==> src/rtl/vec_exu_dispatch_pkg.sv <==
// Shared types and constants for the vector execution-unit dispatcher.
// Provides a default for `MAX_VLEN when the build does not supply one.
`timescale 1ns/1ps
`ifndef MAX_VLEN
`define MAX_VLEN 128
`endif

package vec_exu_dispatch_pkg;

    typedef struct packed {
        logic [2:0] execution_op;
        logic [6:0] sew_eew;
        logic       signed_mode;
        logic       mul_low;
        logic       mul_high;
        logic       reverse_sub_inst;
        logic       Ctrl;
        logic [4:0] bitwise_op;
        logic [2:0] cmp_op;
        logic [2:0] accum_op;
        logic [2:0] shift_op;
    } exu_ctrl_t;

    typedef enum logic [1:0] {
        ST_IDLE,
        ST_EXEC,
        ST_WB
    } disp_state_e;

    localparam logic [2:0] OP_ADD   = 3'b000;
    localparam logic [2:0] OP_SUB   = 3'b001;
    localparam logic [2:0] OP_IDLE  = 3'b010;
    localparam logic [2:0] OP_MUL   = 3'b011;
    localparam logic [2:0] OP_LOGIC = 3'b100;
    localparam logic [2:0] OP_CMP   = 3'b101;
    localparam logic [2:0] OP_SHIFT = 3'b110;
    localparam logic [2:0] OP_MAC   = 3'b111;

    localparam logic [6:0] SEW_8  = 7'b0001000;
    localparam logic [6:0] SEW_16 = 7'b0010000;
    localparam logic [6:0] SEW_32 = 7'b0100000;

    function automatic logic is_multicycle(input logic [2:0] op);
        return (op == OP_MUL) || (op == OP_MAC);
    endfunction

    function automatic logic is_legal_sew(input logic [6:0] sew);
        return (sew == SEW_8) || (sew == SEW_16) || (sew == SEW_32);
    endfunction

endpackage

==> src/rtl/vec_exu_dispatcher.sv <==
// Issues one vector ALU instruction to the execution unit and returns its result to writeback.
// Define VEC_EXU_DISPATCH_PERF_EN to add the perf_issued / perf_stall counters.
`timescale 1ns/1ps
module vec_exu_dispatcher
    import vec_exu_dispatch_pkg::*;
#(
    parameter int VLEN           = `MAX_VLEN,
    parameter int TIMEOUT_CYCLES = 64,
    parameter int CNT_W          = 7
) (
    input  logic            clk,
    input  logic            reset,
`ifdef VEC_EXU_DISPATCH_PERF_EN
    output logic [31:0]     perf_issued,
    output logic [31:0]     perf_stall,
`endif
    input  logic            issue_valid,
    output logic            issue_ready,
    input  logic [VLEN-1:0] issue_data_1,
    input  logic [VLEN-1:0] issue_data_2,
    input  logic [VLEN-1:0] issue_data_3,
    input  logic [28:0]     issue_ctrl,
    output logic [VLEN-1:0] data_1,
    output logic [VLEN-1:0] data_2,
    output logic [VLEN-1:0] data_3,
    output logic [2:0]      execution_op,
    output logic [6:0]      sew_eew_mux_out,
    output logic            signed_mode,
    output logic            mul_low,
    output logic            mul_high,
    output logic            reverse_sub_inst,
    output logic            Ctrl,
    output logic [4:0]      bitwise_op,
    output logic [2:0]      cmp_op,
    output logic [2:0]      accum_op,
    output logic [2:0]      shift_op,
    input  logic [VLEN-1:0] execution_result,
    input  logic            execution_done,
    output logic            wb_valid,
    input  logic            wb_ready,
    output logic [VLEN-1:0] wb_result,
    output logic            wb_error
);

    disp_state_e     state, next_state;
    exu_ctrl_t       issue_ctrl_s, ctrl_q, eu_ctrl;
    logic [VLEN-1:0] d1_q, d2_q, d3_q;
    logic [CNT_W-1:0] cnt_q;
    logic [VLEN-1:0] wb_result_q;
    logic            wb_error_q;
    logic            issue_fire, legal_sew, capture, timeout;

    assign issue_ctrl_s = exu_ctrl_t'(issue_ctrl);
    assign legal_sew    = is_legal_sew(issue_ctrl_s.sew_eew);
    assign issue_ready  = (state == ST_IDLE);
    assign issue_fire   = issue_valid && issue_ready;

    // A zero counter marks the first EXEC cycle, where a leftover done must be ignored.
    always_comb begin
        next_state = state;
        capture    = 1'b0;
        timeout    = 1'b0;
        case (state)
            ST_IDLE: begin
                if (issue_fire) next_state = legal_sew ? ST_EXEC : ST_WB;
            end
            ST_EXEC: begin
                if (!is_multicycle(ctrl_q.execution_op)) begin
                    capture    = 1'b1;
                    next_state = ST_WB;
                end else if ((cnt_q != '0) && execution_done) begin
                    capture    = 1'b1;
                    next_state = ST_WB;
                end else if (cnt_q == CNT_W'(TIMEOUT_CYCLES - 1)) begin
                    timeout    = 1'b1;
                    next_state = ST_WB;
                end
            end
            ST_WB: begin
                if (wb_ready) next_state = ST_IDLE;
            end
            default: next_state = ST_IDLE;
        endcase
    end

    always_ff @(posedge clk) begin
        if (reset) begin
            state       <= ST_IDLE;
            ctrl_q      <= '0;
            d1_q        <= '0;
            d2_q        <= '0;
            d3_q        <= '0;
            cnt_q       <= '0;
            wb_result_q <= '0;
            wb_error_q  <= 1'b0;
        end else begin
            state <= next_state;
            if (issue_fire) begin
                ctrl_q <= issue_ctrl_s;
                d1_q   <= issue_data_1;
                d2_q   <= issue_data_2;
                d3_q   <= issue_data_3;
                cnt_q  <= '0;
                if (!legal_sew) begin
                    wb_result_q <= '0;
                    wb_error_q  <= 1'b1;
                end
            end
            if (state == ST_EXEC) cnt_q <= cnt_q + CNT_W'(1);
            if (capture) begin
                wb_result_q <= execution_result;
                wb_error_q  <= 1'b0;
            end
            if (timeout) begin
                wb_result_q <= '0;
                wb_error_q  <= 1'b1;
            end
        end
    end

    // Outside EXEC the EU sees the unused op code so no unit is enabled.
    always_comb begin
        eu_ctrl              = '0;
        eu_ctrl.execution_op = OP_IDLE;
        if (state == ST_EXEC) eu_ctrl = ctrl_q;
    end

    assign data_1           = (state == ST_EXEC) ? d1_q : '0;
    assign data_2           = (state == ST_EXEC) ? d2_q : '0;
    assign data_3           = (state == ST_EXEC) ? d3_q : '0;
    assign execution_op     = eu_ctrl.execution_op;
    assign sew_eew_mux_out  = eu_ctrl.sew_eew;
    assign signed_mode      = eu_ctrl.signed_mode;
    assign mul_low          = eu_ctrl.mul_low;
    assign mul_high         = eu_ctrl.mul_high;
    assign reverse_sub_inst = eu_ctrl.reverse_sub_inst;
    assign Ctrl             = eu_ctrl.Ctrl;
    assign bitwise_op       = eu_ctrl.bitwise_op;
    assign cmp_op           = eu_ctrl.cmp_op;
    assign accum_op         = eu_ctrl.accum_op;
    assign shift_op         = eu_ctrl.shift_op;

    assign wb_valid  = (state == ST_WB);
    assign wb_result = wb_result_q;
    assign wb_error  = wb_error_q;

`ifdef VEC_EXU_DISPATCH_PERF_EN
    always_ff @(posedge clk) begin
        if (reset) begin
            perf_issued <= '0;
            perf_stall  <= '0;
        end else begin
            if (issue_fire) perf_issued <= perf_issued + 32'd1;
            if ((state == ST_WB) && !wb_ready) perf_stall <= perf_stall + 32'd1;
        end
    end
`endif

endmodule
==> config.mk <==
export PLATFORM = sky130hd
export DESIGN_NAME = vec_exu_dispatcher
export DESIGN_NICKNAME = d
export VERILOG_FILES = /design/src/rtl/vec_exu_dispatch_pkg.sv /design/src/rtl/vec_exu_dispatcher.sv
export SDC_FILE = /design/constraint.sdc
export NUM_CORES = 1
export LEC_CHECK = 0
export ABC_AREA = 1
export BUFFER_PORTS_ARGS = -buffer_cell sky130_fd_sc_hd__buf_2
export CORE_AREA = 2 2 427 429
export CTS_BUF_LIST = sky130_fd_sc_hd__clkbuf_4 sky130_fd_sc_hd__clkbuf_8
export CTS_CLUSTER_DIAMETER = 150
export DETAILED_ROUTE_END_ITERATION = 10
export DIE_AREA = 0 0 429 431
export GPL_TIMING_DRIVEN = 0
export PLACE_DENSITY = 0.32
export REMOVE_ABC_BUFFERS = 1
export SYNTH_ARGS = -nofsm -noshare
export SYNTH_HDL_FRONTEND = slang
export SYNTH_SLANG_ARGS = --single-unit
==> constraint.sdc <==
create_clock -name clk -period 1.79 [get_ports clk]
set_clock_uncertainty 0.2 [all_clocks]
set_input_delay 0.179 -clock clk [delete_from_list [all_inputs] [get_ports clk]]
set_output_delay 0.179 -clock clk [all_outputs]
set_load 0.01 [all_outputs]
Yosys cells after proc, flatten, opt, wreduce, memory -nomap -nowiden. Cells that the tools add are included. W data, S select, Z words.

Flip-flop bits (word level): 551. Output and inout port bits: 544. Word-level logic and storage cells: 73.

Add/sub/neg operators: 1. Eq/ne operators: 13. Multiplexer cells: 27. Reductions and logical operators: 14.

Operators with widths (count): $mux W128 (6); $mux W29 (1); $eq A7 B6 Y1 const B (2); $mux W7 (2); $mux W2 (6); $mux W1 (11); $add A7 B1 Y7 const B (1); $eq A7 B4 Y1 const B (1); $eq A7 B5 Y1 const B (1); $reduce_bool A7 Y1 (1); $ne A2 B1 Y1 const B (3); $pmux W2 S3 (1); $ne A4 B4 Y1 const B (1); $reduce_and A2 Y1 (2); $reduce_bool A2 Y1 (2); $eq A3 B2 Y1 const B (1); $eq A3 B3 Y1 const B (1); $logic_or A1 B1 Y1 (3); $ne A3 B1 Y1 const B (1); $reduce_and A3 Y1 (1); $reduce_bool A3 Y1 (1); $eq A2 B1 Y1 const B (1); $eq A2 B2 Y1 const B (1); $logic_and A1 B1 Y1 (2); 2 further kinds (2).

Logic depth before layout (Yosys ltp). Gate-level depths: netlist of run 1.

Word-level depth: 7. Mapped depth: 12.

Least setup slack after synthesis of run 1. OpenSTA, ideal clock, no wires.

Path kind: flip-flop to flip-flop. From: register cnt_q[1]. To: register wb_result_q[100] (netlist: wb_result[100]). Arrival: 1442 ps. Setup slack: 33 ps. Stages on the path, launching flop included: 9. Path buffers: 2. Clock period less this slack: 1757 ps. Path through: dfxtp_1 > ha_1 > nand3_2 > nor2_1 > nand3_2 > o21ai_4 > buf_12 > buf_12 > a21oi_2.

Cells in the longest elaborated chain, start to end: 7. Elaborated cells between the ends (all ways): 15. Classes of those cells: eq/ne (2); mux (8); reduce/logical (5).

Ends and longest elaborated chain: from (decl) (RTL line vec_exu_dispatcher.sv:48) `logic [CNT_W-1:0] cnt_q;`; from (signal assigned) (RTL line vec_exu_dispatcher.sv:109) `if (state == ST_EXEC) cnt_q <= cnt_q + CNT_W'(1);`; $reduce_bool A7 Y1 (RTL line vec_exu_dispatcher.sv:71) `end else if ((cnt_q != '0) && execution_done) begin`; $logic_and A1 B1 Y1 (RTL line vec_exu_dispatcher.sv:71); $mux W1 (RTL line vec_exu_dispatcher.sv:71); $mux W1 (RTL line vec_exu_dispatcher.sv:68) `if (!is_multicycle(ctrl_q.execution_op)) begin`; $mux W1 (RTL line vec_exu_dispatcher.sv:63) `case (state)`; $ne A2 B1 Y1 (no source line) / $reduce_bool A2 Y1 (equally long branches); $reduce_and A2 Y1 (no source line); to (signal assigned) (RTL line vec_exu_dispatcher.sv:111) `wb_result_q <= execution_result;`; to (decl) (RTL line vec_exu_dispatcher.sv:49) `logic [VLEN-1:0] wb_result_q;`.

Parallel ways exist; a longest one is shown, timed or not. A chain may end at the register's enable or synchronous reset.

Worst setup path in the final report of run 1.
From: register state[1]. To: output port signed_mode.

Cells in the longest elaborated chain, start to end: 2.

Ends and longest elaborated chain: from (decl) (RTL line vec_exu_dispatcher.sv:45) `disp_state_e state, next_state;`; from (signal assigned) (RTL line vec_exu_dispatcher.sv:97) `state <= next_state;`; $eq A2 B1 Y1 (RTL line vec_exu_dispatcher.sv:125) `if (state == ST_EXEC) eu_ctrl = ctrl_q;`; $mux W29 (RTL line vec_exu_dispatcher.sv:125); to (decl) (RTL line vec_exu_dispatcher.sv:28) `output logic signed_mode,`.

Every way passes these cells.

==> impl_results.md, run 1 <==
- Outcome: complete, but fails checks
- Failing checks: negative setup slack
- Rows: 156
- Final worst slack: -0.950 ns
- Worst R2R Path Depth: 7
- Hold_ws: 0.0588 ns
- Worst-margin pin slew: 1.11 ns
- Hold Crit Class: input pin to flip-flop
- CP startpoint: state[1]$_SDFFE_PP0P_
- Clock Sinks: 551
- CP max stage delay: 0.36 ns
- Leak: 19.9 nW
- Post-layout min period: 2.74 ns
- Worst setup path endpoint: signed_mode
- Synthesized area: 22300 sq um
- GRT Util Overall: 0.173
- DIE AREA: 185000 sq um
- Crit path required time: 1.41 ns
- Routing usage on met3: 0.0442
- Ports: 1090
- WL/cell: 22.1 um
- FFs w/ async S/R, synth: 0
- Share of the yosys chip area belonging to registers: 0.494
- GR peak layer: met2
- Area grow syn2layout: 107%
- Synth unique cells: 31
- Number of synthesized flops with an enable pin: 0
- Max-cap viol count: 0
- CP Capture Type: primary output
- DRC viols: 0
- Top cells by count, synth: 551 x dfxtp_1, 467 x a21oi_1, 434 x nor2_1, 426 x inv_1, 413 x o21ai_0
- CP max-delay cell: dfxtp_4
- IO Port Bufs: 1089
- Setup crit start kind: flip-flop
- Insertion delay to the later sink of the worst-skew pair: 0.91 ns
- NumNets Final: 5633
- CP Class: flip-flop to primary output
- Via density: 3.88
- Root Driver: clkbuf_8
- CTS clk-pin slew, worst paths: 0.06 ns
- Multi-input logic area: 8900 sq um
- H-tree levels: 3
- RSZ-0062 raised after global routing: true
- Final Hold Viols: 0
- Core footprint: 180000 sq um
- Synth top area cells: dfxtp_1 49%, a21oi_1 10%, o21ai_0 9.3%, nor2_1 7.3%, inv_1 7.2%
- Reg area: 11000 sq um
- Crit path max fanout: 15
- TritonCTS Buffers: 121
- Tot Pwr: 35.6 mW
- Total congestion overflow: 0
- Worst-path cell chain: nor2_4 > buf_12 > inv_16 > buf_16 > nor2_4 > buf_6
- Yosys reg bits: 551
- Worst reg2reg endpoint: d3_q[24]$_SDFFE_PP0P_
- Max VDD drop: 0.538 mV
- Post-synthesis cell count: 2940
- GR Util met1: 0.234
- Yosys top cell area share: 0.494
- Initial antenna violation count: 39
- Die H: 431 um
- Dpl hpwl: 112000 um
- Pre-antenna DRT Iters: 6
- Most common cell in the synthesized netlist: dfxtp_1
- Vias in the first global route: 29.2k
- Met2 usage: 0.262
- Peak Freq: 0.365 GHz
- Slew headroom: 0.250
- Main flop type after synthesis: dfxtp_1
- Yosys Warn Count: 0
- Fin crit share: 1.53
- Routed WL: 167000 um
- Layout cells sized above 1: 0.317
- Final Util: 0.256
- Number of vias in the routed layout: 29.4k
- Starting density of the core: 0.124
- RePlAce Congestion: 0.871
- Iter 0 DRT Violations: 1813
- Average size of a mapped cell: 7.59 sq um
- Fill count: 20.1k
- Synth area leader: dfxtp_1
- First-pass GRT wire length: 227000 um
- R2R Setup Slk: -0.72 ns
- Setup Viol. Count Final: 944
- Cell mode on critical path: nor2_4
- Arr. time, crit path: 2.36 ns
- CTS tree: yes
- R2r startpoint: state[1]$_SDFFE_PP0P_
- Clock Path Buffers: 3
- Max Slew Vio Count: 0
- Pin count of the biggest net entering global routing: 144
- Die X: 429 um
- PwrDens: 771 nW/um^2
- Count of antenna-violating nets left after detailed routing: 0
==> cell usage in the layout, fill, tap and decap left out, types with 5 or more instances in the layout <==
master / instances
nand2_1: 26
nand3_1: 259
buf_2: 1025
clkbuf_4: 47
buf_12: 21
nor2_4: 23
inv_6: 5
a21oi_1: 429
buf_4: 74
dfxtp_1: 549
nand2_8: 5
nor2_1: 385
buf_6: 36
diode_2: 25
o21ai_0: 402
nand3_2: 7
clkbuf_8: 147
bufinv_16: 5
o21ai_1: 13
buf_16: 49
bufbuf_16: 17
a21oi_2: 118
nor2_2: 28
dlygate4sd3_1: 1037
inv_1: 424
nand2_4: 7
clkinv_2: 11
==> report_power, final <==
part / switching (mW) / leakage (nW) / internal [mW] / total, mW
combinational: 3.15 / 14.0 / 3.08 / 6.23
clock: 6.87 / 1.41 / 9.04 / 15.9
sequential: 0.227 / 4.54 / 13.2 / 13.5
total: 10.2 / 19.9 / 25.4 / 35.6
==> stage by stage <==
step	cell area (sq um)	setup TNS [ns]	cells	setup WS [ns]
after floorplan	21000	-3983.65	2687	-6.84
after global placement	29400	-	6146	-22.81
after detailed placement	30100	-553.08	6172	-1.47
after CTS	45900	-568.07	7540	-1.09
after global routing	46100	-643.59	7561	-1.07
final	46200	-499.63	7570	-0.950
==> kinds of logic (layout without fill, tap and decap cells) <==
logic type	after synthesis	count (layout)	share of synthesized area
and+or+nand+nor	738	745	0.141
adders and majority gates	2	2	0.00112
DFF	551	551	0.494
other	0	25	0
AOI/OAI and AO/OA	967	967	0.231
buffers and inverters	682	2910	0.133
==> critical path: cells and delay by family (launching register included) <==
family        cells  cell delay [ns]
flops             1             0.36
buf+inv           4             0.56
simple gates      2             0.48
==> per-layer routing <==
layer | part of all wire | wire length [um]
met1 | 0.46 | 76500
met2 | 0.44 | 72900
met3 | 0.065 | 10800
met4 | 0.041 | 6790
met5 | 0.00078 | 130
==> registers in the layout, summed over array words and instances, names as in the netlist <==
| signal | cells |
|---|---|
| d1_q | 128 |
| ctrl_q | 29 |
| cnt_q | 7 |
| wb_result | 128 |
| wb_error | 1 |
| d3_q | 128 |
| d2_q | 128 |
| state | 2 |
==> what timing repair did <==
item                                    4_1_cts  5_1_grt
endpoints found under the setup margin     1076     1083
gates cloned                                 51        1
setup buffers                                67        4
gates resized for setup                     238       44
pin swaps                                    13        5
hold buffers                               1037        0
hold endpoints to repair                    551        0
==> area by class of cell <==
cell class	count	area share
multi-input cells	1714	0.193
clock inverters	22	0.00621
flip-flops and latches	551	0.239
inverters	429	0.0356
repair inverters	2	0.000380
clock buffers	191	0.0510
diodes	25	0.00136
well taps	2370	0.0643
repair buffers	2266	0.409
==> how the worst min path moves through the flow <==
| stage | from | to | slack [ns] | cells after the start |
|---|---|---|---|---|
| floorplan | reset | cnt_q[1]$_SDFFE_PP0P_ | 0.05 | 1 |
| global placement | reset | cnt_q[3]$_SDFFE_PP0P_ | 0.24 | 2 |
| detailed placement | d1_q[16]$_SDFFE_PP0P_ | d1_q[16]$_SDFFE_PP0P_ | 0.25 | 2 |
| CTS | issue_data_2[91] | d2_q[91]$_SDFFE_PP0P_ | 0.001 | 4 |
| global route | issue_data_3[55] | d3_q[55]$_SDFFE_PP0P_ | 0.05 | 4 |
| finish | issue_data_2[49] | d2_q[49]$_SDFFE_PP0P_ | 0.06 | 4 |
(Power assumes the default switching activity.)
==> run 2, diff against run 1 <==
Settings changed: ABC_AREA 1 to not set, BUFFER_PORTS_ARGS -buffer_cell sky130_fd_sc_hd__buf_2 to not set, CORE_AREA 2 2 427 429 to 2 2 426 428, DIE_AREA 0 0 429 431 to 0 0 428 430, DONT_BUFFER_PORTS set to 1, PLACE_DENSITY 0.32 to 0.3.
==> impl_results.md, run 2 <==
- Worst reg2reg endpoint: d2_q[71]$_SDFFE_PP0P_ (was d3_q[24]$_SDFFE_PP0P_)
- PwrDens: 801 nW/um^2 (was 771 nW/um^2)
- Final worst slack: -0.884 ns (was -0.950 ns)
- CP Capture Type: primary output (unchanged)
- CTS clk-pin slew, worst paths: 0.06 ns (about the same)
- Clock Sinks: 551 (unchanged)
- Pin count of the biggest net entering global routing: 428 (was 144)
- Reg area: 11000 sq um (about the same)
- Xor/xnor share of the synthesized area: 0.000381 (was 0)
- Synth unique cells: 47 (was 31)
- Worst-margin pin slew: 1.46 ns (was 1.11 ns)
- CP top delay family: buffers and inverters (unchanged)
- CP max-delay cell: dfxtp_4 (unchanged)
- Total congestion overflow: 0 (unchanged)
- Multi-input logic area: 11700 sq um (was 8900 sq um)
- Post-synthesis cell count: 2913 (was 2940)
- Outcome: complete, but fails checks (unchanged)
- Crit path max fanout: 6 (was 15)
- Synthesized area: 23000 sq um (was 22300 sq um)
- Commonest non-fill, non-tap cells in the layout: 953 x nand2_1, 644 x dlygate4sd3_1, 546 x dfxtp_1 (was 1037 x dlygate4sd3_1, 1025 x buf_2, 549 x dfxtp_1)
- Crit path required time: 1.41 ns (about the same)
- CP max stage delay: 0.35 ns (was 0.36 ns)
- Arr. time, crit path: 2.30 ns (was 2.36 ns)
- Synth top area cells: dfxtp_1 48%, nand2_1 16%, and2_1 11%, a21oi_1 9.8%, o211ai_1 4.2% (was dfxtp_1 49%, a21oi_1 10%, o21ai_0 9.3%, nor2_1 7.3%, inv_1 7.2%)
- Area grow syn2layout: 71.7% (was 107%)
- Setup Viol. Count Final: 967 (was 944)
- Max-cap viol count: 0 (unchanged)
- Share of the yosys chip area belonging to registers: 0.480 (was 0.494)
- Yosys top cell area share: 0.480 (was 0.494)
- Core footprint: 180000 sq um (about the same)
- Fin crit share: 1.49 (was 1.53)
- Pre-antenna DRT Iters: 5 (was 6)
- Yosys Warn Count: 0 (unchanged)
- GRT Util Overall: 0.122 (was 0.173)
- Most common cell in the synthesized netlist: nand2_1 (was dfxtp_1)
- Commonest non-fill, non-tap cell in the layout: nand2_1 (was dlygate4sd3_1)
- Buf+Inv Stages, Crit Path: 5 (was 4)
- IO Port Bufs: 0 (was 1089)
- Initial antenna violation count: 14 (was 39)
- Max VDD drop: 0.492 mV (was 0.538 mV)
- Hold_ws: -0.763 ns (was 0.0588 ns)
- Average size of a mapped cell: 7.89 sq um (was 7.59 sq um)
- Yosys reg bits: 551 (unchanged)
- CTS tree: yes (unchanged)
- Final Hold Viols: 416 (was 0)
- Peak Freq: 0.374 GHz (was 0.365 GHz)
- Main combinational cell family by area after synthesis: simple AND/OR/NAND/NOR gates (was compound AO/OA/AOI/OAI gates)
- RSZ-0062 raised after global routing: true (unchanged)
- Post-route cell area: 39500 sq um (was 46200 sq um)
- Iter 0 DRT Violations: 1077 (was 1813)
- DRC viols: 0 (unchanged)
- Via density: 3.80 (was 3.88)
- Layout cells sized above 1: 0.256 (was 0.317)
- CP Class: flip-flop to primary output (unchanged)
- Max Slew Vio Count: 0 (unchanged)
- Worst Hold Endpoint: d1_q[20]$_SDFFE_PP0P_ (was d2_q[49]$_SDFFE_PP0P_)
- Die H: 430 um (was 431 um)
- DIE AREA: 184000 sq um (was 185000 sq um)
- Fill count: 19.9k (was 20.1k)
- WHS Path Cells: 1 (was 4)
- Setup crit start kind: flip-flop (unchanged)
- Ports: 1090 (unchanged)
- Worst R2R Path Depth: 12 (was 7)
- Slew headroom: 0.0286 (was 0.250)
- R2r startpoint: state[0]$_SDFFE_PP0P_ (was state[1]$_SDFFE_PP0P_)
- Vias in the first global route: 22.9k (was 29.2k)
- WL/cell: 21.4 um (was 22.1 um)
- Main flop type after synthesis: dfxtp_1 (unchanged)
- Number of synthesized flops with an enable pin: 0 (unchanged)
- Post-layout min period: 2.67 ns (was 2.74 ns)
- Insertion delay to the later sink of the worst-skew pair: 0.88 ns (was 0.91 ns)
- Number of vias in the routed layout: 23.3k (was 29.4k)
- Worst hold start: reset (was issue_data_2[49])
- Synth area leader: dfxtp_1 (unchanged)
- Mux contribution to synthesized area: 0.00190 (was 0)
- Rows: 156 (unchanged)
- FFs w/ async S/R, synth: 0 (unchanged)
- Root Driver: clkbuf_8 (unchanged)
- Top cells by count, synth: 960 x nand2_1, 551 x dfxtp_1, 452 x a21oi_1, 412 x and2_1, 156 x clkbuf_1 (was 551 x dfxtp_1, 467 x a21oi_1, 434 x nor2_1, 426 x inv_1, 413 x o21ai_0)
- H-tree levels: 3 (unchanged)
- Die X: 428 um (was 429 um)
- Post-synthesis compound-gate area fraction: 0.182 (was 0.231)
- Cell area after placement: 25900 sq um (was 30100 sq um)
- Routed WL: 131000 um (was 167000 um)
- Worst-path cell chain: nor2b_4 > buf_12 > buf_12 > buf_16 > buf_16 > clkbuf_16 > and2_4 (was nor2_4 > buf_12 > inv_16 > buf_16 > nor2_4 > buf_6)
- Failing checks: negative hold slack, negative setup slack (was negative setup slack)
- Hold Crit Class: input pin to flip-flop (unchanged)
- Tot Pwr: 31.6 mW (was 35.6 mW)
- Count of antenna-violating nets left after detailed routing: 0 (unchanged)
- Clock Path Buffers: 3 (unchanged)
- Adder-cell area share of the yosys netlist: 0.00109 (was 0.00112)
- NumNets Final: 4228 (was 5633)
- R2R Setup Slk: -0.82 ns (was -0.72 ns)
- First-pass GRT wire length: 166000 um (was 227000 um)
- TritonCTS Buffers: 111 (was 121)
- Dpl hpwl: 78400 um (was 112000 um)
- Simple-Gate Fraction of Synth Area: 0.276 (was 0.141)
- Starting density of the core: 0.128 (was 0.124)
- Leak: 14.6 nW (was 19.9 nW)
- RePlAce Congestion: 0.790 (was 0.871)
run 2: cell types whose count changed after synthesis, moves of 264 or more:
cell,before,now
and2_1,0,412
inv_1,426,5
nand2_1,29,960
nand3_1,265,1
nor2_1,434,11
o21ai_0,413,2
run 2: final cells by class:
class	instances	share of cell area
diodes	7	0.000444
inverters	5	0.000476
repair buffers	910	0.286
well taps	2370	0.0751
multi-input cells	2101	0.297
clock inverters	18	0.00653
clock buffers	175	0.0545
flip-flops and latches	551	0.280
run 2: worst max path at each step:
stage | startpoint | endpoint | slack (ns) | depth (start not counted)
6_report | state[0]$_SDFFE_PP0P_ | data_1[11] | -0.88 | 7
2_1_floorplan | state[0]$_SDFFE_PP0P_ | wb_result[100]$_SDFFE_PP0P_ | -13.73 | 4
3_3_place_gp | state[0]$_SDFFE_PP0P_ | wb_result[96]$_SDFFE_PP0P_ | -43.58 | 4
5_1_grt | state[0]$_SDFFE_PP0P_ | data_1[11] | -1.05 | 7
3_5_place_dp | state[1]$_SDFFE_PP0P_ | d2_q[124]$_SDFFE_PP0P_ | -1.91 | 13
4_1_cts | state[0]$_SDFFE_PP0P_ | data_3[89] | -1.07 | 7
run 2: kinds of logic (layout without fill, tap and decap cells):
| logic type | Yosys count | after routing |
|---|---|---|
| adders and majority gates | 2 | 2 |
| other | 0 | 7 |
| xor gates and xnor gates | 1 | 1 |
| AOI/OAI and AO/OA | 690 | 691 |
| and+or+nand+nor | 1401 | 1403 |
| DFF | 551 | 551 |
| buffers and inverters | 264 | 1108 |
| muxes | 4 | 4 |
run 2: per-stage QoR:
stage | std cells | utilization | worst slack (ns) | setup TNS (ns)
4_1_cts | 5981 | 0.205 | -1.07 | -665.84
6_report | 6137 | 0.220 | -0.884 | -567.28
5_1_grt | 6136 | 0.220 | -1.05 | -671.42
3_5_place_dp | 5078 | 0.144 | -1.91 | -972.06
3_3_place_gp | 5024 | 0.137 | -43.58 | -
2_1_floorplan | 2654 | - | -13.73 | -9732.59
run 2: repair_timing:
item | in CTS | in global routing
hold endpoints to repair | 551 | 459
pin swaps | 84 | 181
setup buffers | 55 | 76
cloned | 37 | 66
hold buffers | 621 | 23
gates resized for setup | 391 | 235
setup endpoints to repair | 1061 | 1037
run 2: metal layers:
metal	GRT usage	up-vias	part of all wire
met5	0	-	0
met4	0.0477	0	0.036
met3	0.0422	211	0.071
met2	0.212	878	0.50
met1	0.137	11200	0.40
li1	-	11100	-
run 2: where the power goes:
group	total [mW]	internal (mW)	switching [mW]	leakage, nW
clock network	14.6	8.20	6.35	1.27
logic	3.87	2.05	1.82	8.84
registers	13.2	12.9	0.332	4.51
total	31.6	23.1	8.50	14.6
